`config.mk`:
```
export PLATFORM = sky130hd
export DESIGN_NAME = barrel_shifter
export DESIGN_NICKNAME = d
export VERILOG_FILES = /design/src/rtl/barrel_shifter_pkg.sv /design/src/rtl/barrel_shifter_shift_stage.sv /design/src/rtl/barrel_shifter.sv
export SDC_FILE = /design/constraint.sdc
export NUM_CORES = 1
export LEC_CHECK = 0
export ABC_CLOCK_PERIOD_IN_PS = 3500
export CORE_MARGIN = 2
export CORE_UTILIZATION = 25
export DETAILED_ROUTE_END_ITERATION = 8
export PLACE_DENSITY_LB_ADDON = 0.08
export RECOVER_POWER = 50
export SYNTH_ARGS = -nofsm -noshare
export SYNTH_HDL_FRONTEND = slang
export SYNTH_SLANG_ARGS = --single-unit
```
`constraint.sdc`:
```
create_clock -name clk -period 3.5 [get_ports clk]
set_input_delay 0.875 -clock clk [delete_from_list [all_inputs] [get_ports clk]]
set_output_delay 0.875 -clock clk [all_outputs]
set_load 0.01 [all_outputs]
```
`src/rtl/barrel_shifter_pkg.sv`:
```
// ============================================================================
// Module      : barrel_shifter_pkg
// Description : Shared widths and direction encodings for the shift unit.
// Revision    : 1.0 - initial release
// ============================================================================
`default_nettype none

package barrel_shifter_pkg;

    localparam int DATA_W = 32;
    localparam int AMT_W  = 5;

    localparam logic SH_LEFT  = 1'b0;
    localparam logic SH_RIGHT = 1'b1;

endpackage : barrel_shifter_pkg

`default_nettype wire

```
`src/rtl/barrel_shifter_shift_stage.sv`:
```
// ============================================================================
// Module      : shift_stage
// Description : One fixed-distance stage of the logarithmic shift network.
// Revision    : 1.0 - initial release
// ============================================================================
`default_nettype none

module shift_stage
    import barrel_shifter_pkg::SH_RIGHT;
#(
    parameter int DATA_W = 32,
    parameter int DIST   = 1
) (
    input  logic              enable_i,
    input  logic              dir_i,
    input  logic              fill_i,
    input  logic [DATA_W-1:0] data_i,
    output logic [DATA_W-1:0] data_o
);

    // Right shifts pull in the fill bit, left shifts pull in zeros.
    always_comb begin
        data_o = data_i;
        if (enable_i) begin
            if (dir_i == SH_RIGHT) begin
                data_o = {{DIST{fill_i}}, data_i[DATA_W-1:DIST]};
            end else begin
                data_o = {data_i[DATA_W-1-DIST:0], {DIST{1'b0}}};
            end
        end
    end

endmodule : shift_stage

`default_nettype wire

```
`src/rtl/barrel_shifter.sv`:
```
// ============================================================================
// Module      : barrel_shifter
// Description : 32-bit logical-left / arithmetic-right shifter, registered out.
// Revision    : 1.0 - initial release
// ============================================================================
`default_nettype none

module barrel_shifter #(
    parameter int DATA_W = barrel_shifter_pkg::DATA_W,
    parameter int AMT_W  = barrel_shifter_pkg::AMT_W
) (
    input  logic              clk,
    input  logic              reset,
    input  logic              SH_DIR,
    input  logic [AMT_W-1:0]  SH_AMT,
    input  logic [DATA_W-1:0] D_IN,
    output logic [DATA_W-1:0] D_OUT
);

    logic [DATA_W-1:0] w_stage [0:AMT_W];
    logic              w_fill;
    logic [DATA_W-1:0] w_dout_d;
    logic [DATA_W-1:0] r_dout_q;

    // Sign comes from the original operand so every stage fills consistently.
    assign w_fill     = D_IN[DATA_W-1];
    assign w_stage[0] = D_IN;

    // Largest distance first: stage gi handles SH_AMT bit AMT_W-1-gi.
    generate
        for (genvar gi = 0; gi < AMT_W; gi++) begin : g_stage
            shift_stage #(
                .DATA_W (DATA_W),
                .DIST   (1 << (AMT_W - 1 - gi))
            ) u_stage (
                .enable_i (SH_AMT[AMT_W-1-gi]),
                .dir_i    (SH_DIR),
                .fill_i   (w_fill),
                .data_i   (w_stage[gi]),
                .data_o   (w_stage[gi+1])
            );
        end
    endgenerate

    assign w_dout_d = w_stage[AMT_W];

    always_ff @(posedge clk) begin
        if (reset) begin
            r_dout_q <= '0;
        end else begin
            r_dout_q <= w_dout_d;
        end
    end

    assign D_OUT = r_dout_q;

endmodule : barrel_shifter

`default_nettype wire

```
Word level (Yosys, flattened, before mapping). Cells that the tools add are included.

Mux-type cells: 10.

Operators by type and width (count): 32-bit 2-to-1 mux (10).

Output and inout bits: 32. Register bits after elaboration: 32. Bits of input ports: 40. Logic and storage cells: 11.

Depth between registers and ports, before layout.
Depth in word-level cells: 10. Mapped depth: 11. Gate-level depth less buffers: 6.

Hierarchy. From an unflattened synthesis, not the netlist that was laid out.

Cell total of the unflattened synthesis: 559. Area, all modules: 4068.9 µm².

Modules (own cells, without submodules): barrel_shifter (instances 1, area an instance 863.3 µm², cells each 67, seq. area each 640.6 µm²); shift_stage (g_stage[4].u_stage) (instances 1, area an instance 701.9 µm², cells each 107, seq. area each 0.0 µm²); shift_stage (g_stage[3].u_stage) (instances 1, area an instance 696.9 µm², cells each 107, seq. area each 0.0 µm²); shift_stage (g_stage[2].u_stage) (instances 1, area an instance 686.9 µm², cells each 107, seq. area each 0.0 µm²); shift_stage (g_stage[1].u_stage) (instances 1, area an instance 630.6 µm², cells each 92, seq. area each 0.0 µm²); shift_stage (g_stage[0].u_stage) (instances 1, area an instance 489.2 µm², cells each 79, seq. area each 0.0 µm²).

Worst setup path before layout. No wires, ideal clock.

Path kind: input -> register. From: in SH_AMT[4]. To: reg r_dout_q[8] (netlist: D_OUT[8]). Library setup time: 103 ps. Stages on the path: 8. Path slack: 751 ps. Arrival time: 2645 ps. Cells stage by stage: buf_6 buf_12 mux2i_1 mux2_4 mux4_2 o32a_2 a2bb2o_4 a2111oi_2.

Word-level cells in the longest chain between the ends: 9.

Ends and longest elaborated chain: from (decl) (RTL line barrel_shifter.sv:15) `input logic [AMT_W-1:0] SH_AMT,`; 32-bit 2-to-1 mux (*) (RTL line barrel_shifter_shift_stage.sv:24) `if (enable_i) begin`; 32-bit 2-to-1 mux (RTL line barrel_shifter_shift_stage.sv:25) `if (dir_i == SH_RIGHT) begin`; 32-bit 2-to-1 mux (*) (RTL line barrel_shifter_shift_stage.sv:24); 32-bit 2-to-1 mux (RTL line barrel_shifter_shift_stage.sv:25); 32-bit 2-to-1 mux (*) (RTL line barrel_shifter_shift_stage.sv:24); 32-bit 2-to-1 mux (RTL line barrel_shifter_shift_stage.sv:25); 32-bit 2-to-1 mux (*) (RTL line barrel_shifter_shift_stage.sv:24); 32-bit 2-to-1 mux (RTL line barrel_shifter_shift_stage.sv:25); 32-bit 2-to-1 mux (*) (RTL line barrel_shifter_shift_stage.sv:24); to (signal assigned) (RTL line barrel_shifter.sv:51) `r_dout_q <= w_dout_d;`; to (decl) (RTL line barrel_shifter.sv:23) `logic [DATA_W-1:0] r_dout_q;`.

Mark *: on every way between the ends. The rest lies on a longest branch, timed or not. A chain may end at the register's enable or synchronous reset.

Worst setup path in the final report.
From: in D_IN[31]. To: reg r_dout_q[21] (netlist: D_OUT[21]).

Word-level cells in the longest chain between the ends: 10.

Ends and longest elaborated chain: from (decl) (RTL line barrel_shifter.sv:16) `input logic [DATA_W-1:0] D_IN,`; 32-bit 2-to-1 mux (RTL line barrel_shifter_shift_stage.sv:25); 32-bit 2-to-1 mux (RTL line barrel_shifter_shift_stage.sv:24); 32-bit 2-to-1 mux (RTL line barrel_shifter_shift_stage.sv:25); 32-bit 2-to-1 mux (*) (RTL line barrel_shifter_shift_stage.sv:24); 32-bit 2-to-1 mux (RTL line barrel_shifter_shift_stage.sv:25); 32-bit 2-to-1 mux (*) (RTL line barrel_shifter_shift_stage.sv:24); 32-bit 2-to-1 mux (RTL line barrel_shifter_shift_stage.sv:25); 32-bit 2-to-1 mux (*) (RTL line barrel_shifter_shift_stage.sv:24); 32-bit 2-to-1 mux (RTL line barrel_shifter_shift_stage.sv:25); 32-bit 2-to-1 mux (*) (RTL line barrel_shifter_shift_stage.sv:24).

Marks and branches as above.

==> run summary <==
Weighted congestion reported at the end of routability-driven placement: 0.945. The distinct cell type count of the synthesized netlist came out at 85. In this run, synthesis produced a sequential element count of 32.

The fraction of synthesized cell area taken by the top area cell type is 11.9%. For the number of buffers between clock root and the deepest sink, the log shows 2. STA classifies the critical path startpoint as a primary input. The path category of the worst min-delay check was in -> reg.

Clock share of power: 23.8%. After the first detailed-routing iteration, the DRC count stood at 1047. The first global-routing pass estimated 44600 um of wire. The start-to-end type of the worst setup path is in -> reg.

The repair_antennas step left the layout with diodes totalling 0. A synthesized cell averages 7.11 um2. Using the TritonRoute via totals, the vias-per-cell ratio works out to 6.33.

The average wire length per cell after detail routing is 26.8 um, and the worst hold margin is 1160 ps. The required time reported for the critical path endpoint is 3660 ps. After clock tree synthesis, the repair step resized 0 gates. The logs give 3440 ps for the data arrival time at the worst-slack endpoint and 0.0211 mm2 for the area of the core.

In this design, the stage delay of the slowest critical-path cell is 500 ps. The worst path uses 93.7% of the clock period. Setup violations remaining at the end of the flow were counted as 0. Static timing analysis puts the maximum clock frequency at 0.305 GHz. TritonCTS built the clock tree. The die covers 0.0228 mm2. The slowest stage cell on the critical path is sky130_fd_sc_hd__clkdlybuf4s50_1. The clock transition at the registers of the reported paths is 50 ps. For this run the aggregate overflow at the end of global routing stands at 0. The number of buffers created by CTS was 5. The die outline width is 151 um. For this run, the detailed router's first-pass iteration total came to 6. After filler insertion, the fill cell instance count of the layout stands at 2260. When the netlist entered floorplanning its net count stood at 799.

Yosys printed 0 warnings. The worst setup path is captured at a register. 72 I/O pins were placed. Measured against the total synthesized area, the mux share comes to 10.6%. The tools report the residual DRC count as 0. Setup total negative slack on the finished layout was measured at 0 ps.

For the total leakage power, the log shows 2.55 nW. After synthesis, the share of flip-flops with an asynchronous set or reset is 0%. The most common cell in the synthesized netlist is sky130_fd_sc_hd__nor2_1. Power spread over the standard cell area amounts to 274 mW/mm2.

The logs give 26.3% for the total global routing track utilization and 7076 for the total via count in the routed design. The tools report the count of endpoints failing hold in the final timing report as 0. The run gives 43.2% as the worst-case headroom to the max-slew limit.

Of the cells placed in the final design, the portion with a size suffix greater than 1 is 17.8%. The part of the power in registers is 21.6%. The run gives 11.9% as the share of synthesized area occupied by flip-flops and latches. The clock net in this run drives a total of 32 sinks.

The flow ran to the end, and the final reports show no timing, DRC or antenna violations. Buffer cell driving the clock tree root: sky130_fd_sc_hd__clkbuf_16. Combinational family with the most area after synthesis: compound AO/OA/AOI/OAI gates. In this run the vertical extent of the chip is 151 um.

The post-CTS setup buffer count is 0. The logs give 790 uW for the power dissipated by switching net loads and 53 for the standard-cell row count. The largest net degree at the start of global routing came out at 62. Synthesis produced a netlist whose cell count is 759. Cells fill 32.7% of the core in the end. Worst-case setup margin in the final layout: 219 ps. The area added between synthesis and finish was 27.9%. The HPWL after detailed placement is 23400 um.

Of all nets on the critical path, the largest fanout is 28. The tools report the initial antenna violation count as 1. The clock period minus final worst setup slack was 3280 ps. Of the total power, the share spent switching nets is 41.7%. Prior to clock tree synthesis, the placed netlist has a worst setup slack of -13.5 ps. For the reported max-cap violation count, the log shows 0. The via count of the first global-routing pass is 6760. The synthesized design spends more area on one cell type than any other, namely sky130_fd_sc_hd__dfxtp_1. Combinational logic is responsible for 54.6% of the overall power. The synthesized netlist devotes 43.7% of its cell area to compound gates. Flip-flop cell with the highest count after synthesis: sky130_fd_sc_hd__dfxtp_1. By count the netlist is led by 57 x sky130_fd_sc_hd__nor2_1, 54 x sky130_fd_sc_hd__nand2_1, 52 x sky130_fd_sc_hd__a21oi_1. The flip-flop count of the largest register after layout is 32.

VDD sags by at most 0.000167 V. Once detail routing completed, the nets flagged for antenna violations numbered 0. For the total of hold buffers inserted after clock tree synthesis, the log shows 0.

The level count of the clock H-tree is 2, and the count of flip-flops with a built-in enable after synthesis is 0. The number of pins with negative max-slew slack in the final report came out at 0. The synthesized netlist devotes 24.5% of its cell area to simple gates. At the pin with the least slew margin, the transition time is 841 ps.

The net count of the finished layout is 882. The synthesized netlist devotes 0% of its cell area to XOR and XNOR gates. Setup repair after global routing left no endpoint under its margin. The adder-cell area share of the yosys netlist was 0%. The initial core utilization was 25.6%; the total internal power was 1.10 mW. Port buffering added 71 buffers. Traced cell by cell, the critical path runs through clkdlybuf4s50_1, buf_12, nand2_2, a311oi_1, buf_4, a21oi_1, o31ai_1, a211oi_1, a2111oi_1. The final wirelength was 29900 um. After synthesis, the cell types taking the most area are sky130_fd_sc_hd__dfxtp_1 12%, sky130_fd_sc_hd__a21oi_1 4.8%, sky130_fd_sc_hd__o21ai_0 4.5%.

The cell area after technology mapping was 0.00540 mm2. Total power for the finished layout comes to 1.89 mW.
==> metal layers <==
layer	GRT usage, %	vias to the layer above	routed length (um)
li1	-	3163	-
met1	37.8	3335	13300
met2	38.2	495	12400
met3	4.64	83	2770
met4	11.2	0	1430
met5	0	-	0
==> cell usage in the layout, fill, tap and decap left out, types with 9 or more instances in the layout <==
cell                              count
sky130_fd_sc_hd__a221o_1             11
sky130_fd_sc_hd__a21oi_1             52
sky130_fd_sc_hd__inv_1               13
sky130_fd_sc_hd__a31oi_1             13
sky130_fd_sc_hd__mux4_2               9
sky130_fd_sc_hd__nor4_1               9
sky130_fd_sc_hd__nand2b_1            25
sky130_fd_sc_hd__o21ai_0             49
sky130_fd_sc_hd__clkdlybuf4s50_1     34
sky130_fd_sc_hd__a311oi_1            13
sky130_fd_sc_hd__nor3_1              30
sky130_fd_sc_hd__mux2i_1             23
sky130_fd_sc_hd__nor2b_1             12
sky130_fd_sc_hd__dfxtp_1             32
sky130_fd_sc_hd__nor2_1              57
sky130_fd_sc_hd__a221oi_1            10
sky130_fd_sc_hd__mux2_2              11
sky130_fd_sc_hd__o211ai_1            27
sky130_fd_sc_hd__dlygate4sd3_1       32
sky130_fd_sc_hd__a211oi_1            31
sky130_fd_sc_hd__buf_4               82
sky130_fd_sc_hd__nand2_1             54
sky130_fd_sc_hd__nand3_1             42
==> final timing paths <==
path | cells past startpoint | start | endpoint | slack, ps
worst max-delay path | 9 | D_IN[31] | D_OUT[21] | 220
worst min-delay path | 4 | SH_AMT[1] | D_OUT[0] | 1160
==> worst max-delay path: cells and delay by family <==
family,cells,cell delay [ps]
simple gates,1,230
compound gates,5,1430
buf+inv,3,880
==> final cells by class <==
type | instances | area (um2) | area share, %
tap | 275 | 344 | 4.98
clock buffer | 7 | 153 | 2.21
multi-input combinational | 629 | 4260 | 61.7
timing repair buffer | 160 | 1460 | 21.1
sequential | 32 | 641 | 9.28
inverter | 14 | 52.6 | 0.761
==> power by group through the flow <==
stage	clock [mW]	combinational (mW)	sequential [mW]
global route	0.478	1.09	0.412
floorplan	0	0.552	0.438
finish	0.451	1.03	0.409
global placement	0	1.03	0.418
CTS	0.463	1.02	0.412
detailed placement	0	1.02	0.419
==> metrics by stage <==
step	instances	instance area [um2]
4_1_cts	1117	6910
5_1_grt	1117	6910
3_5_place_dp	1110	6750
3_3_place_gp	1110	6750
6_report	1117	6910
2_1_floorplan	759	5400
==> cells by family after synthesis <==
logic type | count (synthesis)
AO/OA/AOI/OAI | 319
AND/OR/NAND/NOR | 266
buffers and inverters | 98
multiplexers | 44
flip-flops | 32
(Power assumes the default switching activity.)
